===== config.mk =====
export PLATFORM = sky130hd
export DESIGN_NAME = sar_controller
export DESIGN_NICKNAME = d
export VERILOG_FILES = /design/src/rtl/sar_controller.sv
export SDC_FILE = /design/constraint.sdc
export NUM_CORES = 1
export LEC_CHECK = 0
export CAP_MARGIN = 30
export CORE_MARGIN = 2
export CORE_UTILIZATION = 50
export CTS_CLUSTER_DIAMETER = 100
export DETAILED_ROUTE_END_ITERATION = 6
export PLACE_DENSITY_LB_ADDON = 0.08
export SYNTH_ARGS = -nofsm -noshare
export SYNTH_HDL_FRONTEND = slang
export SYNTH_SLANG_ARGS = --single-unit

===== constraint.sdc =====
create_clock -name clk -period 4.8 [get_ports clk]
set_input_delay 0.72 -clock clk [delete_from_list [all_inputs] [get_ports clk]]
set_output_delay 0.72 -clock clk [all_outputs]
set_load 0.005 [all_outputs]

===== src/rtl/sar_controller.sv =====
`default_nettype none
// ============================================================================
// Module      : sar_controller
// Description : Successive-approximation search controller. Presents a trial
//               code to an external magnitude comparator, decides one bit per
//               step (MSB first) from cmp_lt/cmp_eq and returns the N-bit code.
// Revision    : 1.0 - initial release
// ============================================================================
module sar_controller #(
    parameter int N          = 8,
    parameter int SETTLE     = 1,
    parameter int EARLY_EXIT = 1
) (
    input  logic         clk,
    input  logic         rst_n,
    input  logic         start,
    input  logic         cmp_lt,
    input  logic         cmp_eq,
    output logic [N-1:0] trial,
    output logic         busy,
    output logic         done,
    output logic [N-1:0] result
);

    localparam int c_IDX_W = (N > 1) ? $clog2(N) : 1;
    localparam int c_CNT_W = (SETTLE > 1) ? $clog2(SETTLE) : 1;

    localparam logic [c_IDX_W-1:0] c_IDX_TOP   = c_IDX_W'(N - 1);
    localparam logic [c_CNT_W-1:0] c_CNT_RELOAD = c_CNT_W'(SETTLE - 1);
    localparam logic [N-1:0]       c_MSB_ONLY  = {1'b1, {(N-1){1'b0}}};

    typedef enum logic [0:0] {
        S_IDLE = 1'b0,
        S_WAIT = 1'b1
    } state_t;

    state_t               r_state;
    logic [c_IDX_W-1:0]   r_idx;
    logic [c_CNT_W-1:0]   r_cnt;

    logic [N-1:0]         w_decided;   // trial with the current bit resolved
    logic [N-1:0]         w_next_trial; // decided code plus next trial bit set
    logic                 w_eq_exit;

    // Resolve the current bit and prepare the trial for the following step
    always_comb begin
        w_decided          = trial;
        w_decided[r_idx]   = ~cmp_lt;
        w_next_trial       = w_decided;
        if (r_idx != '0) begin
            w_next_trial[r_idx - 1'b1] = 1'b1;
        end
        w_eq_exit = (EARLY_EXIT != 0) && cmp_eq;
    end

    // Search FSM: all outputs registered, done is a single-cycle pulse
    always_ff @(posedge clk) begin
        if (!rst_n) begin
            r_state <= S_IDLE;
            trial   <= '0;
            result  <= '0;
            busy    <= 1'b0;
            done    <= 1'b0;
            r_idx   <= c_IDX_TOP;
            r_cnt   <= '0;
        end else begin
            done <= 1'b0;
            case (r_state)
                S_IDLE: begin
                    if (start) begin
                        trial   <= c_MSB_ONLY;
                        r_idx   <= c_IDX_TOP;
                        r_cnt   <= c_CNT_RELOAD;
                        busy    <= 1'b1;
                        r_state <= S_WAIT;
                    end
                end
                S_WAIT: begin
                    if (r_cnt != '0) begin
                        // Hold the trial until the comparator has settled
                        r_cnt <= r_cnt - 1'b1;
                    end else if (w_eq_exit) begin
                        // Exact match: the current trial is the answer
                        result  <= trial;
                        done    <= 1'b1;
                        busy    <= 1'b0;
                        r_state <= S_IDLE;
                    end else if (r_idx == '0) begin
                        result  <= w_decided;
                        trial   <= w_decided;
                        done    <= 1'b1;
                        busy    <= 1'b0;
                        r_state <= S_IDLE;
                    end else begin
                        trial <= w_next_trial;
                        r_idx <= r_idx - 1'b1;
                        r_cnt <= c_CNT_RELOAD;
                    end
                end
                default: begin
                    r_state <= S_IDLE;
                    busy    <= 1'b0;
                end
            endcase
        end
    end

endmodule
`default_nettype wire


==> qor.txt <==
GLOBAL ROUTING
------------------------------------------------------------------------------------
Overall routing resource usage ........................................        22.4%
Remaining Overflow, GRT ...............................................            0
First-pass GRT wire length ............................................      4710 um
Pin count of the biggest net entering global routing ..................           19
Number of global-route vias before repair .............................         1013
Antenna violations before repair ......................................            0

PWR
------------------------------------------------------------------------------------
Peak VDD IR ...........................................................     0.204 mV
Leakage power summed over all cells ...................................     0.569 nW
Power per unit of standard cell area ..................................  232 nW/um^2

PLACED DESIGN
------------------------------------------------------------------------------------
Weighted congestion at the end of routability-driven global placement .        0.804
Post-Place Cells ......................................................          177
Buffers on Ports ......................................................           22
HPWL Detailed .........................................................      2010 um

DRT
------------------------------------------------------------------------------------
DRT iter0 DRCs ........................................................           28
Number of detailed-routing iterations run before antenna repair .......            4
Vias per cell .........................................................         5.87
Via count .............................................................         1062
Remaining antenna violation count .....................................            0
Final routed wire length divided by cell count ........................      15.8 um
Final wirelength ......................................................      2870 um
Residual DRC ..........................................................            0

CTS
------------------------------------------------------------------------------------
Number of hold buffers added after CTS ................................            0
Post-CTS resize count .................................................            0
TritonCTS clock tree ..................................................          yes
Number of clock sinks .................................................           22
Htree depth ...........................................................            1
Setup fix buffers added after clock tree synthesis ....................            0
Clock transition at path regs .........................................      0.13 ns
Source-to-sink clock delay at the later pin of the worst-skew pair ....      0.32 ns
Root cell of the clock tree ........................................... sky130_fd_sc_hd__clkbuf_4
Clock tree buffer depth ...............................................            2
Number of buffers created by CTS ......................................            3

WORST SETUP PATH
------------------------------------------------------------------------------------
Reg-to-reg startpoint ................................................. r_idx[0]$_SDFFE_PN1P_
Critical Path Sink Type ...............................................     register
Worst EP required .....................................................      5.05 ns
Cell breakdown of the critical path ................................... inv_1 -> ha_1 -> or2_2 -> o221a_2 -> o21ai_0
Peak per-stage delay on the critical path .............................      0.74 ns
Startpoint type of the worst setup path ...............................     register
CP arrival ............................................................      2.40 ns
Crit path kind ........................................................   reg -> reg
Start point of the critical path ...................................... r_idx[0]$_SDFFE_PN1P_
Worst Path Max Fanout .................................................           17
Worst-path cell with the longest stage delay .......................... sky130_fd_sc_hd__dfxtp_1

STA
------------------------------------------------------------------------------------
Share of the clock period used by the worst path ......................        44.6%
Crit path time final ..................................................      2.14 ns
Final-report hold violation count .....................................            0
Post-route worst hold slack ...........................................     0.474 ns
Final setup violation count ...........................................            0
Maximum clock frequency ...............................................      467 MHz
Setup repair after global routing missed its margin ...................           no
Setup TNS .............................................................         0 ns
Skew final ............................................................   0.00581 ns
Max transition margin .................................................        56.4%
Final-report max-slew violation count .................................            0
Pin slew with the least headroom to its limit .........................     0.653 ns

CELLS AND AREA
------------------------------------------------------------------------------------
Layout overhead on the synthesized area ...............................        14.3%
# diodes ..............................................................            0
Share of final-layout standard cells stronger than drive strength 1 ...        10.6%
Nets@finish ...........................................................          159
Non-filler instance count after layout ................................          181

SYNTHESIS
------------------------------------------------------------------------------------
Net count after synthesis .............................................          145
Synthesized area per cell .............................................    9.20 um^2
Proportion of synthesized chip area in sequential cells ...............        34.7%
Post-Syn Instances ....................................................          138
Largest area contributor in the netlist ............................... sky130_fd_sc_hd__dfxtp_1
Share of the synthesized area in the top cell type ....................        34.7%
Synthesized cell area .................................................    1270 um^2
Distinct cell type count after synthesis ..............................           45
Cell types with the largest area share after synthesis ................ sky130_fd_sc_hd__dfxtp_1, sky130_fd_sc_hd__buf_6, sky130_fd_sc_hd__a22o_1
Number of synthesized register bits ...................................           22
Syn. warnings .........................................................            0

WORST HOLD PATH
------------------------------------------------------------------------------------
Hold crit path type ...................................................   reg -> reg
Startpoint of the lowest-slack hold path .............................. result[7]$_SDFFE_PN0P_

FLOORPLAN
------------------------------------------------------------------------------------
Top-Level Pins ........................................................           23
Vertical die dimension ................................................      54.4 um
Standard-cell rows ....................................................           18
Initial core utilization ..............................................        52.2%
Core Footprint ........................................................    2430 um^2
Die Wd ................................................................      54.4 um
DIE AREA ..............................................................    2960 um^2

OUTCOME
------------------------------------------------------------------------------------
Outcome ............................................................... finished, final reports clean

JOB
------------------------------------------------------------------------------------
Max cap viols .........................................................            0

[flip-flops by register name (all words and copies together) (netlist names)]
register / flops
r_idx: 3
trial: 8
result: 8
done: 1
r_state: 1
busy: 1
[metal layers]
metal	global-route usage, %	vias up	part of all wire [%]	wire (um)
met5	0	-	0	0
met4	8.75	0	0.70	20
met3	5.19	2	5.2	149
met2	37.8	32	48	1370
met1	27.4	489	46	1320
li1	-	539	-	-
[worst max-delay path, delay by kind of cell (launching register included)]
| family | cells | cell delay (ns) |
|---|---|---|
| flip-flops | 1 | 0.74 |
| AO/OA/AOI/OAI | 2 | 0.39 |
| adder cells (fa/ha/maj) | 1 | 0.43 |
| buffers and inverters | 1 | 0.21 |
| AND/OR/NAND/NOR | 1 | 0.31 |
[layout make-up]
class	instances	area, um^2
repair buffers	22	220
clock buffers	4	36.3
inverters	4	15.0
well taps	30	37.5
fillers	238	981
multi-input cells	99	702
flip-flops and latches	22	440
[metrics by stage]
step	setup slack, ns	cell area [um^2]	total power, mW	utilization [%]
final	2.66	1450	0.337	59.7
after global routing	2.48	1450	0.355	59.7
after CTS	2.66	1450	0.342	59.7
after detailed placement	2.43	1420	0.234	58.2
after global placement	2.48	1420	0.233	58.2
after floorplan	3.10	1270	0.225	-
[cells in the mapped netlist]
cell	count
sky130_fd_sc_hd__o211ai_1	1
sky130_fd_sc_hd__ha_1	2
sky130_fd_sc_hd__nand3_1	3
sky130_fd_sc_hd__nand3b_1	1
sky130_fd_sc_hd__nor2b_4	3
sky130_fd_sc_hd__o21ai_0	7
sky130_fd_sc_hd__o31ai_1	2
sky130_fd_sc_hd__mux2i_1	3
sky130_fd_sc_hd__mux2_2	1
sky130_fd_sc_hd__a31oi_1	7
sky130_fd_sc_hd__inv_1	4
sky130_fd_sc_hd__a21oi_1	6
sky130_fd_sc_hd__and3_4	1
sky130_fd_sc_hd__o221ai_1	3
sky130_fd_sc_hd__o2bb2ai_1	1
sky130_fd_sc_hd__clkbuf_1	1
sky130_fd_sc_hd__and2b_2	2
sky130_fd_sc_hd__o31a_1	1
sky130_fd_sc_hd__buf_2	3
sky130_fd_sc_hd__a41oi_1	3
sky130_fd_sc_hd__or2_2	1
sky130_fd_sc_hd__and2_1	2
sky130_fd_sc_hd__o221a_2	1
sky130_fd_sc_hd__a22o_1	6
sky130_fd_sc_hd__or2_1	1
sky130_fd_sc_hd__and3b_1	1
sky130_fd_sc_hd__a211o_1	3
sky130_fd_sc_hd__nor2_1	6
sky130_fd_sc_hd__dfxtp_1	22
sky130_fd_sc_hd__nor3b_1	1
sky130_fd_sc_hd__a311oi_1	2
sky130_fd_sc_hd__buf_4	2
sky130_fd_sc_hd__nand4_1	2
sky130_fd_sc_hd__buf_6	7
sky130_fd_sc_hd__nand2b_4	2
sky130_fd_sc_hd__a21o_1	1
sky130_fd_sc_hd__nand2_1	11
sky130_fd_sc_hd__o21a_1	1
sky130_fd_sc_hd__nor3_1	4
sky130_fd_sc_hd__o41ai_1	1
sky130_fd_sc_hd__nor2b_1	1
sky130_fd_sc_hd__nand2_2	1
sky130_fd_sc_hd__a32o_1	1
sky130_fd_sc_hd__nand2b_1	2
sky130_fd_sc_hd__o211a_1	1
[worst paths after layout]
check                                end  slack (ns)  cells past startpoint
hold / removal    result[7]$_SDFFE_PN0P_        0.47                      1
setup reg to reg   trial[3]$_SDFFE_PN0P_        2.66                      5
setup / recovery   trial[3]$_SDFFE_PN0P_        2.66                      5
hold reg to reg   result[7]$_SDFFE_PN0P_        0.47                      1
[report_power, final]
group / internal [mW] / switching, mW / total, mW
sequential: 0.187 / 0.00621 / 0.193
clock: 0.0464 / 0.0603 / 0.107
combinational: 0.0183 / 0.0191 / 0.0374
[layout by cell type, fill, tap and decap left out, types with 4 or more instances in the layout]
cell / instances
sky130_fd_sc_hd__dfxtp_1: 22
sky130_fd_sc_hd__clkdlybuf4s50_1: 22
sky130_fd_sc_hd__nand2_1: 11
sky130_fd_sc_hd__a31oi_1: 7
sky130_fd_sc_hd__o21ai_0: 7
sky130_fd_sc_hd__a22o_1: 6
sky130_fd_sc_hd__nor2_1: 6
sky130_fd_sc_hd__a21oi_1: 6
sky130_fd_sc_hd__inv_1: 4
sky130_fd_sc_hd__nor3_1: 4
[cell families after synthesis]
| group | after synthesis | share of synthesized area [%] |
|---|---|---|
| multiplexers | 4 | 3.25 |
| AND/OR/NAND/NOR | 45 | 22.3 |
| flip-flops | 22 | 34.7 |
| adder cells (fa/ha/maj) | 2 | 1.97 |
| buffers and inverters | 17 | 10.0 |
| AO/OA/AOI/OAI | 48 | 27.8 |
Power figures use the tool's default switching activity.
